===== src/rtl/wb_arbiter_2m.sv =====
// ---------------------------------------------------------------------------
// wb_arbiter_2m
//
// Two-master, one-slave Wishbone arbiter. Master 0 is the data-side bus
// interface, master 1 the instruction-side one. The grant is registered and
// held for the whole bus cycle (cyc high). When both masters keep requesting,
// the grant alternates between them, so neither master starves.
//
// Optional feature (macro WB_ARB_TIMEOUT_EN): a stall counter that
// force-terminates a cycle the slave never acks. It answers the master with
// ack=1 and data=0, and it pulses arb_timeout_o for one cycle. Without the
// macro, no counter exists and arb_timeout_o is tied low.
//
// Parameters:
//   TIMEOUT_CYCLES  stalled cycles before a forced termination (1..1023)
//
// Ports:
//   clk            system clock, rising edge
//   rst            asynchronous active-low reset
//   m0_* / m1_*    master-side Wishbone: addr/data/we/sel/stb/cyc in,
//                  data/ack out (only the granted master sees ack/data)
//   s_*            slave-side Wishbone: addr/data/we/sel/stb/cyc out,
//                  data/ack in
//   arb_timeout_o  one-cycle pulse when a cycle is force-terminated
//   dbg_state      current arbiter state (0 IDLE, 1 GNT0, 2 GNT1)
//
// Handshake: a slave transfer completes in a cycle where s_cyc_o, s_stb_o
// and s_ack_i are all high. The ack is forwarded combinationally to the
// granted master only, and only while its strobe is forwarded.
// ---------------------------------------------------------------------------
module wb_arbiter_2m #(
    parameter int unsigned TIMEOUT_CYCLES = 255
) (
    input  logic        clk,
    input  logic        rst,
    input  logic [31:0] m0_addr_i,
    input  logic [31:0] m0_data_i,
    input  logic        m0_we_i,
    input  logic [3:0]  m0_sel_i,
    input  logic        m0_stb_i,
    input  logic        m0_cyc_i,
    output logic [31:0] m0_data_o,
    output logic        m0_ack_o,
    input  logic [31:0] m1_addr_i,
    input  logic [31:0] m1_data_i,
    input  logic        m1_we_i,
    input  logic [3:0]  m1_sel_i,
    input  logic        m1_stb_i,
    input  logic        m1_cyc_i,
    output logic [31:0] m1_data_o,
    output logic        m1_ack_o,
    output logic [31:0] s_addr_o,
    output logic [31:0] s_data_o,
    output logic        s_we_o,
    output logic [3:0]  s_sel_o,
    output logic        s_stb_o,
    output logic        s_cyc_o,
    input  logic [31:0] s_data_i,
    input  logic        s_ack_i,
    output logic        arb_timeout_o,
    output logic [1:0]  dbg_state
);

    typedef enum logic [1:0] {
        IDLE = 2'd0,
        GNT0 = 2'd1,
        GNT1 = 2'd2
    } state_t;

    state_t state;
    state_t state_nxt;
    logic   timeout;
    logic   ack_int;
    logic   [31:0] rdata_int;

    always_ff @(posedge clk or negedge rst) begin
        if (!rst) begin
            state <= IDLE;
        end else begin
            state <= state_nxt;
        end
    end

    // Master 0 has priority only from IDLE. On release, the other master is
    // tried first, and that gives the alternation under contention.
    always_comb begin
        state_nxt = state;
        case (state)
            IDLE: begin
                if (m0_cyc_i)      state_nxt = GNT0;
                else if (m1_cyc_i) state_nxt = GNT1;
            end
            GNT0: begin
                if (!m0_cyc_i) state_nxt = m1_cyc_i ? GNT1 : IDLE;
            end
            GNT1: begin
                if (!m1_cyc_i) state_nxt = m0_cyc_i ? GNT0 : IDLE;
            end
            default: state_nxt = IDLE;
        endcase
    end

    // Slave-side mux. cyc follows the granted master directly, so an
    // abandoned cycle (cyc dropped before ack) disappears from the slave bus
    // in the same cycle.
    always_comb begin
        s_addr_o = '0;
        s_data_o = '0;
        s_we_o   = 1'b0;
        s_sel_o  = '0;
        s_stb_o  = 1'b0;
        s_cyc_o  = 1'b0;
        case (state)
            GNT0: begin
                s_addr_o = m0_addr_i;
                s_data_o = m0_data_i;
                s_we_o   = m0_we_i;
                s_sel_o  = m0_sel_i;
                s_cyc_o  = m0_cyc_i;
                s_stb_o  = m0_cyc_i & m0_stb_i;
            end
            GNT1: begin
                s_addr_o = m1_addr_i;
                s_data_o = m1_data_i;
                s_we_o   = m1_we_i;
                s_sel_o  = m1_sel_i;
                s_cyc_o  = m1_cyc_i;
                s_stb_o  = m1_cyc_i & m1_stb_i;
            end
            default: ;
        endcase
    end

`ifdef WB_ARB_TIMEOUT_EN
    logic [9:0] stall_cnt;

    // The counter counts strobed cycles that have no ack. It restarts on a
    // new grant, on a real ack, and after a forced termination.
    always_ff @(posedge clk or negedge rst) begin
        if (!rst) begin
            stall_cnt <= '0;
        end else if ((state_nxt != state) || s_ack_i || timeout) begin
            stall_cnt <= '0;
        end else if ((state != IDLE) && s_stb_o) begin
            stall_cnt <= stall_cnt + 10'd1;
        end
    end

    assign timeout = (state != IDLE) && s_stb_o &&
                     (stall_cnt == 10'(TIMEOUT_CYCLES));
`else
    assign timeout = 1'b0;
`endif

    // A forced termination acks with zero data, even if the slave acks in
    // the same cycle.
    always_comb begin
        ack_int   = (s_ack_i & s_stb_o) | timeout;
        rdata_int = (ack_int && !timeout) ? s_data_i : 32'h0;
        m0_ack_o  = 1'b0;
        m0_data_o = '0;
        m1_ack_o  = 1'b0;
        m1_data_o = '0;
        case (state)
            GNT0: begin
                m0_ack_o  = ack_int;
                m0_data_o = rdata_int;
            end
            GNT1: begin
                m1_ack_o  = ack_int;
                m1_data_o = rdata_int;
            end
            default: ;
        endcase
    end

    assign arb_timeout_o = timeout;
    assign dbg_state     = state;

endmodule


===== config.mk =====
export PLATFORM = sky130hd
export DESIGN_NAME = wb_arbiter_2m
export DESIGN_NICKNAME = d
export VERILOG_FILES = /design/src/rtl/wb_arbiter_2m.sv
export SDC_FILE = /design/constraint.sdc
export NUM_CORES = 1
export LEC_CHECK = 0
export BUFFER_PORTS_ARGS = -buffer_cell sky130_fd_sc_hd__buf_2
export CAP_MARGIN = 30
export CORE_AREA = 3 3 121 123
export DETAILED_ROUTE_END_ITERATION = 6
export DIE_AREA = 0 0 124 126
export HOLD_SLACK_MARGIN = 0.15
export PLACE_DENSITY = 0.55
export REMOVE_ABC_BUFFERS = 1
export SLEW_MARGIN = 10
export SYNTH_ARGS = -nofsm -noshare
export SYNTH_HDL_FRONTEND = slang
export SYNTH_SLANG_ARGS = --single-unit

===== constraint.sdc =====
create_clock -name clk -period 3.2 [get_ports clk]
set_input_delay 0.96 -clock clk [delete_from_list [all_inputs] [get_ports clk]]
set_output_delay 0.96 -clock clk [all_outputs]
set_load 0.01 [all_outputs]

==> impl_metrics.csv <==
group,metric,value,unit
status,outcome,"completed",
critical_path,slowest_stage,"dfrtp_1",
clocking,cts_max_path_buffers,2,
layout,nets,770,
layout,diodes,0,
sta,maxSlewViolCount,0,
sta,setup_tns,0,ns
layout,area_growth,101,%
synthesis,synth_warnings,0,
sta,finalHoldViolations,0,
sta,skew,0.00113,ns
synthesis,syn_inst,297,
power_and_ir_drop,powerDensity,573,mW/mm²
placement,port_buffers,315,
synthesis,synth_largest_area_cell,"a22oi_1",
global_route,grt_pass1_vias,2711,
routing,routed_via_density,4.13,
floorplanning,pin_count,317,
synthesis,syn_avg_cell_area,5.97,µm²
global_route,grt_pass1_wl,13500,µm
clocking,htreeDepth,1,
power_and_ir_drop,clock_power_share,0.091,
synthesis,syn_area,0.00177,mm²
layout,final_core_util,0.259,
run,maxCapViolCount,0,
power_and_ir_drop,intPower,1030,µW
global_route,antenna_found_initial,0,
routing,drc,0,
clocking,cts_resized,0,
critical_path,crit_arrival,1.96,ns
clocking,ctsRootBufferMaster,"clkbuf_16",
critical_path,end_kind,"output pin",
placement,post-dp-hpwl,7920,µm
power_and_ir_drop,p_comb_frac,0.883,
routing,initialDrtViolationCount,127,
global_route,grt_usage,0.105,
power_and_ir_drop,p_leak,0.00199,µW
clocking,cts_setup_buffers,0,
routing,vias,3165,
routing,drt_first_pass_iters,4,
floorplanning,initial_core_util,0.129,
floorplanning,coreArea,0.0138,mm²
clocking,clkTransAtPathRegs,0.03,ns
floorplanning,die_h,126,µm
floorplanning,row_count,43,
critical_path,cpPeakStageDelay,0.41,ns
global_route,grt_max_degree,70,
sta,finalCritPeriodShare,0.912,
critical_path,crit_chain,"inv_1 > ha_2 > and3_1 > o211ai_4 > buf_12 > nor2_1 > buf_2",
sta,period_needed,2.92,ns
sta,setup_viol,0,
layout,multiInputGateArea,0.00151,mm²
worst_hold_path,worst_hold_path_type,"input pin to asynchronous set/reset pin",
critical_path,path_class,"flip-flop to output pin",
routing,routedWlPerCell,12.5,µm
clocking,cts_tree,"built",
power_and_ir_drop,p_sw_frac,0.498,
clocking,cts-hold-fix-buffers,0,
power_and_ir_drop,switching_power,1020,µW
synthesis,ys_seq_area_frac,0.0282,
placement,placedCellCount,764,
layout,nFillCells,1545,
layout,drive_gt1_frac,0.564,
routing,wl,9620,µm
critical_path,crit_family,"simple AND/OR/NAND/NOR gates",
power_and_ir_drop,ir_drop,0.000340,V
clocking,numCtsBuffers,3,
synthesis,synth-seq-cells,2,
layout,seq_area,50.0,µm²
global_route,overflow,0,
placement,place.gp.congestion,0.743,
critical_path,startpoint_type,"flip-flop",
critical_path,cp.buffers_inverters,3,
synthesis,synth.area.top_cells,"a22oi_1 30%, nor2b_1 25%, nor2_1 14%, nand2_1 6.8%, buf_6 4.4%",
clocking,clock-sinks,2,
synthesis,synth_top_area_share,0.296,
critical_path,crit_path_max_fanout,33,
critical_path,crit_required,2.24,ns
floorplanning,die_x,124,µm
floorplanning,dieArea,0.0156,mm²
sta,rsz0062_at_grt,"no",
layout,final_cells,767,
sta,holdWs,0.521,ns
sta,fmax,343,MHz
clocking,clk_latency,0.22,ns
layout,largest_register_ffs,2,
power_and_ir_drop,p_seq_frac,0.025,
routing,detail-route-antenna-nets,0,
synthesis,yosys.cell_types.count,22,
-- synthesized netlist by cell type, drive strengths merged --
library cell   n
a22oi         70
nor2b         70
nor2          68
nand2         32
buf           23
clkbuf        12
ha             4
inv            4
o211ai         3
and3           2
dfrtp          2
conb           1
mux2i          1
nand2b         1
nand3          1
o21a           1
o21ai          1
o2bb2ai        1
-- kinds of logic after synthesis --
logic type               count (synthesis)  share of synthesized area
flip-flops                               2                     0.0282
multiplexers                             1                    0.00564
AND/OR/NAND/NOR                        174                      0.475
AO/OA/AOI/OAI                           76                      0.336
other                                    1                    0.00211
buffers and inverters                   39                      0.125
adder cells (fa/ha/maj)                  4                     0.0282
-- stage by stage --
stage                     setup slack [ns]  power [µW]  area (µm²)
final                                0.281        2050        3570
after global routing                 0.123        2240        3570
after detailed placement             0.259        1860        3490
after floorplan                     -0.716        1160        1570
after global placement               0.268        1890        3490
after CTS                            0.233        2060        3570
-- metal layers --
| metal | global-route usage | up-vias | wire length (µm) |
|---|---|---|---|
| met5 | 0 | - | 0 |
| li1 | - | 1589 | - |
| met3 | 0.0157 | 8 | 1020 |
| met1 | 0.122 | 1379 | 3610 |
| met2 | 0.204 | 189 | 4970 |
| met4 | 0.0110 | 0 | 25 |
-- layout make-up --
type                       count  share of cell area
clock buffer                   3              0.0210
inverter                       4             0.00421
multi-input combinational    256               0.423
sequential                     2              0.0140
tap                          180              0.0631
timing repair buffer         322               0.474
-- worst paths after layout --
kind / startpoint / to / slack (ns) / cells after the start
hold reg to reg: dbg_state[1]$_DFFE_PN0P_ / dbg_state[1]$_DFFE_PN0P_ / 0.60 / 1
hold / removal: rst / dbg_state[1]$_DFFE_PN0P_ / 0.52 / 1
setup / recovery: dbg_state[0]$_DFFE_PN0P_ / m1_data_o[7] / 0.28 / 7
min in group clk: dbg_state[1]$_DFFE_PN0P_ / dbg_state[1]$_DFFE_PN0P_ / 0.60 / 1
setup reg to reg: dbg_state[1]$_DFFE_PN0P_ / dbg_state[1]$_DFFE_PN0P_ / 1.78 / 5
max in group asynchronous: rst / dbg_state[0]$_DFFE_PN0P_ / 2.58 / 1
-- power groups by stage --
stage / clock network [µW] / registers, µW / logic (µW)
floorplan: 0 / 53.8 / 1110
global placement: 0 / 51.6 / 1830
detailed placement: 0 / 52.3 / 1810
CTS: 189 / 52.6 / 1820
global route: 193 / 54.3 / 1990
finish: 187 / 51.8 / 1810
-- cells in the final DEF, fill, tap and decap left out --
cell type,n
nand2_1,32
inv_1,4
ha_2,3
nand3_1,1
dfrtp_1,2
and3_1,1
a22oi_1,70
clkbuf_16,3
o211ai_4,2
buf_4,2
and3_4,1
conb_1,1
nor2b_1,70
buf_12,5
o21a_1,1
ha_1,1
mux2i_1,1
nor2_1,68
nand2b_1,1
o211ai_1,1
o21ai_0,1
buf_2,315
o2bb2ai_1,1
Note: power is estimated with default switching activity, not from simulation.
